### config.mk
export PLATFORM = sky130hd
export DESIGN_NAME = beat_generator
export DESIGN_NICKNAME = d
export VERILOG_FILES = /design/src/rtl/beat_generator.sv
export SDC_FILE = /design/constraint.sdc
export NUM_CORES = 1
export LEC_CHECK = 0
export CORE_MARGIN = 5
export CORE_UTILIZATION = 56
export CTS_BUF_LIST = sky130_fd_sc_hd__clkbuf_16
export DETAILED_ROUTE_END_ITERATION = 7
export GPL_ROUTABILITY_DRIVEN = 0
export GPL_TIMING_DRIVEN = 0
export MAX_ROUTING_LAYER = met4
export PLACE_DENSITY = 0.91
export SLEW_MARGIN = 20
export SYNTH_ARGS = -nofsm -noshare
export SYNTH_HDL_FRONTEND = slang
export SYNTH_SLANG_ARGS = --single-unit
### constraint.sdc
create_clock -name clk -period 2.8 [get_ports clk]
set_input_delay 0.56 -clock clk [delete_from_list [all_inputs] [get_ports clk]]
set_output_delay 0.56 -clock clk [all_outputs]
set_load 0.01 [all_outputs]
### src/rtl/beat_generator.sv
// Tempo-driven beat/measure sequencer with IDLE/RUN/PAUSE playback control.
// Optional macro SWING_EN alternates long (even step) and short (odd step) beats.
module beat_generator #(
  parameter int STEPS = 8,
  parameter int TW    = 22
) (
  input  logic                     clk,
  input  logic                     rst,
  input  logic [TW-1:0]            tempo,
  input  logic                     run,
  input  logic                     restart,
  output logic                     beat_pulse,
  output logic [$clog2(STEPS)-1:0] step,
  output logic                     measure_pulse,
  output logic                     playing
);

  // state | meaning
  // IDLE  | stopped at step 0, shadow period tracks tempo
  // RUN   | counting beats, pulses enabled
  // PAUSE | count/step/shadow frozen, pulses off
  typedef enum logic [1:0] {
    IDLE  = 2'd0,
    RUN   = 2'd1,
    PAUSE = 2'd2
  } state_t;

  localparam int SW = $clog2(STEPS);
`ifdef SWING_EN
  localparam int CW = TW + 1;
`else
  localparam int CW = TW;
`endif

  state_t        state, state_nxt;
  logic [CW-1:0] count, count_nxt, limit;
  logic [TW-1:0] shadow, shadow_nxt;
  logic [SW-1:0] step_nxt;
  logic          at_limit, beat;

`ifdef SWING_EN
  logic [CW-1:0] p_ext, quarter;
  assign p_ext   = {1'b0, shadow};
  assign quarter = p_ext >> 2;
  // one extra counter bit holds P + P/4 without wrapping
  assign limit   = step[0] ? (p_ext - quarter) : (p_ext + quarter);
`else
  assign limit = shadow;
`endif

  // >= rather than == keeps the counter from ever running past the period
  assign at_limit      = (count >= limit);
  assign beat          = (state == RUN) && at_limit && !restart;
  assign beat_pulse    = beat;
  assign measure_pulse = beat && (step == SW'(STEPS - 1));
  assign playing       = (state == RUN);

  always_comb begin
    state_nxt  = state;
    count_nxt  = count;
    step_nxt   = step;
    shadow_nxt = shadow;
    if (restart) begin
      state_nxt  = run ? RUN : IDLE;
      count_nxt  = '0;
      step_nxt   = '0;
      shadow_nxt = tempo;
    end else begin
      case (state)
        IDLE: begin
          shadow_nxt = tempo;
          if (run) state_nxt = RUN;
        end
        RUN: begin
          if (at_limit) begin
            count_nxt  = '0;
            step_nxt   = step + 1'b1;
            shadow_nxt = tempo;
          end else begin
            count_nxt = count + 1'b1;
          end
          if (!run) state_nxt = PAUSE;
        end
        PAUSE: begin
          if (run) state_nxt = RUN;
        end
        default: state_nxt = IDLE;
      endcase
    end
  end

  always_ff @(posedge clk) begin
    if (rst) begin
      state  <= IDLE;
      count  <= '0;
      step   <= '0;
      shadow <= '0;
    end else begin
      state  <= state_nxt;
      count  <= count_nxt;
      step   <= step_nxt;
      shadow <= shadow_nxt;
    end
  end

endmodule

# == Word-level counts from Yosys, hierarchy flattened ==
# Cells that the tools add are included.
# totals
register_bits,49
inputBits,26
output_inout_bits,6
elab_cells,33
# op_classes
n_addsub,2
n_lt_le_gt_ge,1
n_eq_ne,6
muxes,9
reduce_logical,11
# op_table
operator,n
$mux 22,3
$pmux 22 s2,1
$add 22x1->22 const B,1
$ge 22x22->1,1
$mux 2,3
$reduce_and 2->1,3
$pmux 2 s2,1
$reduce_or 2->1,2
$add 3x1->3 const B,1
$eq 3x3->1 const B,1
$logic_and 1x1->1,3
$ne 3x1->1 const B,1
$ne 3x2->1 const B,1
$ne 3x3->1 const B,1
$reduce_bool 3->1,1
$eq 2x1->1 const B,1
$eq 2x2->1 const B,1
$logic_not 2->1,1
$logic_not 1->1,1
$mux 1,1

# == Depth between registers and ports, before layout ==
# depth
ltp_word,4
mapped_depth,10

# == Least setup slack after synthesis ==
# No wires, ideal clock.
# synth_timing
kind,flip-flop to output port
startpoint,"register shadow[21], in the netlist limit[21]"
endpoint,output measure_pulse
t_arrival_ps,1969
required_time_ps,2240
setup_slack_ps,271
stages_incl_launch_ff,10
path_buffers,1
path_cell_list,dfxtp_1 > inv_1 > ha_1 > nand4_2 > nor3_1 > a22o_1 > a311oi_2 > buf_4 > nand2b_1 > nor3b_1
# synth_via
elab_chain_cells,4
# synth_lines
element,line,source
from (decl),37,"logic [TW-1:0] shadow, shadow_nxt;"
from (signal assigned),102,shadow <= shadow_nxt;
$ge 22x22->1,52,assign at_limit = (count >= limit);
$logic_and 1x1->1 (2 in series),53,assign beat = (state == RUN) && at_limit && !restart;
$logic_and 1x1->1,55,assign measure_pulse = beat && (step == SW'(STEPS - 1));
to (decl),14,"output logic measure_pulse,"
# No other way between the ends.

# == Final worst setup path ==
# layout_timing
startpoint,"register shadow[21], in the netlist limit[21]"
endpoint,output beat_pulse
# layout_via
elab_chain_cells,3
# layout_lines
element,line,source
$ge 22x22->1,52,
$logic_and 1x1->1 (2 in series),53,
to (decl),12,"output logic beat_pulse,"
# No other way between the ends.

==> summary.md <==
| Metric | Value |
|---|---|
| Ys Warns | `0` |
| Cts bufs inserted | `5` |
| Die height | `80.2 um` |
| Setup violations, final | `2` |
| Syn Inst Count | `308` |
| Clock Skew | `0.00591 ns` |
| Max_cap viols | `0` |
| Setup crit end kind | `primary output` |
| Run status | `finished, violations left` |
| Crit start category | `flop` |
| GRT Total Usage | `0.217` |
| Area post-placement | `~0.0032 sq mm` |
| Clock sink total | `between 40 and 50` |
| Met2 Use GR | `0.379` |
| Via count | `2349` |
| DRT iter0 DRCs | `195` |
| Met1 usage | `0.242` |
| Post-layout min period | `2.89 ns` |
| Diode count | `0` |
| PortBufs | `31` |
| Syn Nets | `359` |
| Clk_lat worst skew | `0.29 ns` |
| Critical path's largest stage delay | `0.41 ns` |
| Initial antenna violation count | `0` |
| Die Width | `80.2 um` |
| Unrepaired setup endpoints after global routing | `yes` |
| Crit-path max FO | `4` |
| Core area | `around 0.0048 sq mm` |
| Bufs and invs on worst path | `2` |
| Fmax | `0.346 GHz` |
| Count of cell types in the netlist | `38` |
| Placement row count | `25` |
| Overflow after GRT | `0` |
| # DRC | `0` |
| Power Density | `429 mW/mm^2` |
| HPWL Detailed | `a little over 4 mm` |
| Final max-slew violation count | `0` |
| Largest family of logic cells by synthesized area | `simple AND/OR/NAND/NOR gates` |
| Crit-path cells | `inv_2 -> ha_4 -> a21oi_2 -> o21ai_1 -> a311o_1 -> a311oi_2 -> nand2b_4 -> nor2_1 -> buf_2` |
| Crit share post-route | `1.03` |
| Post-synthesis sequential area ratio | `0.355` |
| Most common cell after layout, fill and taps aside | `nand2b_1` |
| Area delta synth->final | `28.4%` |
| Synth Area in Compound Gates | `0.0675` |
| Failing checks | `setup timing` |
| Flops & latches, synth | `49` |
| Nets | `404` |
| Root Buffer Master | `clkbuf_16` |
| WL final | `6.98 mm` |
| Initial Util | `0.581` |
| Final Hold Viols | `0` |
| Via/cell ratio | `5.59` |
| Routing usage on met3 | `0.0493` |
| Post-synthesis xor/xnor area fraction | `0.0635` |
| Avg Inst Size Synth | `between 8 and 9 sq um` |
| Vias in the first global route | `2262` |
| Simple-gate portion of the synthesized area | `0.262` |
| Hold Crit Class | `reg -> reg` |
| Largest net degree at the start of global routing | `14` |
| Initial DRT Pass Iterations | `7` |
| Post-Synth Adder-Cell Area | `0.113` |
| Top Ports | `32` |
| CTS max path bufs | `2` |
| Max VDD drop | `348 uV` |
| CTS Hold Buffers Added | `0` |
| Multiplexer area fraction after synthesis | `0.0798` |
| Grt peak-use layer | `met2` |
| Worst EP required | `2.24 ns` |
| First-pass GRT wire length | `10.6 mm` |
| Mapped cell area | `0.00276 sq mm` |
| Place WS | `-0.318 ns` |
| Worst-margin pin slew | `0.572 ns` |
| CTS clk-pin slew, worst paths | `0.06 ns` |
| Crit path setup slack, layout | `-0.0898 ns` |
| Worst setup path class | `reg -> out` |
| Most frequent cells in the layout | `nand2b_1, dfxtp_1, clkdlybuf4s50_1` |
| Fraction of layout cells with a size suffix above 1 | `0.204` |
| Max-slew headroom | `0.616` |
| CP delay by family, top | `compound AO/OA/AOI/OAI gates` |
| CTS tree | `yes` |
| Leakage power | `0.00151 uW` |
| Finished Cell Area | `0.00354 sq mm` |
| Die area | `0.00643 sq mm` |
| Final ANT Viol Nets | `0` |
| Arr. time, crit path | `~2.3 ns` |
| H-tree depth | `2` |
| Per-cell routed wire length | `16.6 um` |
| Slowest-stage cell, CP | `a311oi_2` |
==> layer usage <==
layer  vias to the layer above  routed length [um]
met5                         -                   0
met4                         0                 154
met3                        22                 383
met2                        94                3650
met1                      1110                2790
li1                       1123                   -
==> power breakdown <==
group	switching [uW]	internal (uW)	leakage (uW)
registers	14.5	720	0.000409
clock network	253	320	0.0000685
logic	102	112	0.00103
==> sequential cells by signal (all words and copies together) (netlist names) <==
register,count
step,3
limit,22
count,22
state,2
==> synth_stat cells (all sizes together) <==
cell | number | area, sq um
dfxtp | 49 | 981
nand2b | 48 | 300
ha | 25 | 313
nor2 | 23 | 86.3
inv | 22 | 82.6
mux2i | 22 | 220
nand2 | 16 | 60.1
xor2 | 15 | 131
a21oi | 14 | 73.8
nand3 | 13 | 65.1
nand4 | 8 | 56.3
and3 | 6 | 37.5
buf | 6 | 56.3
o21ai | 6 | 41.3
clkbuf | 5 | 18.8
nor3 | 5 | 25.0
xnor2 | 5 | 43.8
and4 | 2 | 17.5
nor2b | 2 | 12.5
nor3b | 2 | 26.3
o211ai | 2 | 15.0
a21o | 1 | 7.51
a22o | 1 | 8.76
a311o | 1 | 10.0
a311oi | 1 | 15.0
a31oi | 1 | 6.26
and2 | 1 | 6.26
clkinv | 1 | 5.00
nand3b | 1 | 7.51
nand4b | 1 | 8.76
o221ai | 1 | 8.76
or2 | 1 | 6.26
or3 | 1 | 6.26
==> worst paths after layout <==
kind	cells past startpoint	from	to	slack [ns]
max reg2reg	10	limit[16]$_SDFFE_PP0P_	limit[17]$_SDFFE_PP0P_	0.37
max	9	limit[21]$_SDFFE_PP0P_	beat_pulse	-0.09
min	2	limit[8]$_SDFFE_PP0P_	limit[8]$_SDFFE_PP0P_	0.47
min reg2reg	2	limit[8]$_SDFFE_PP0P_	limit[8]$_SDFFE_PP0P_	0.47
==> cells by family after synthesis <==
group                    Yosys count
AO/OA/AOI/OAI                     28
XOR/XNOR                          20
adder cells (fa/ha/maj)           25
buffers and inverters             34
flip-flops                        49
multiplexers                      22
AND/OR/NAND/NOR                  130
==> worst reg2reg max path: cells and delay by family, from the launching register on <==
| kind | cells | cell delay, ns |
|---|---|---|
| AND/OR/NAND/NOR | 2 | 0.44 |
| flip-flops | 1 | 0.34 |
| AO/OA/AOI/OAI | 3 | 0.57 |
| buffers and inverters | 3 | 0.48 |
| multiplexers | 1 | 0.23 |
| adder cells (fa/ha/maj) | 1 | 0.28 |
==> stage by stage <==
step	total power, uW	hold slack, ns	utilization	setup TNS, ns	std cells
5_1_grt	1580	0.496	0.746	-0.167	420
4_1_cts	1490	0.477	0.721	0	417
3_3_place_gp	910	0.458	0.663	-0.565	406
3_5_place_dp	918	0.463	0.663	-0.633	406
6_report	1520	0.472	0.746	-0.178	420
2_1_floorplan	851	0.449	-	0	308
==> timing repair <==
action                                  CTS  global route
gates cloned                              0             0
pin swaps                                 7            17
resized for setup                        31            29
setup buffers                             4             4
endpoints found under the setup margin    2             2
==> area by class of cell <==
cell class	instances	area, sq um
multi-input cells	225	1800
fillers	310	1210
flip-flops and latches	49	1010
repair buffers	39	364
clock buffers	5	125
inverters	23	87.6
well taps	67	83.8
plain buffers	10	67.6
clock inverters	2	7.51
Power figures use the tool's default switching activity.
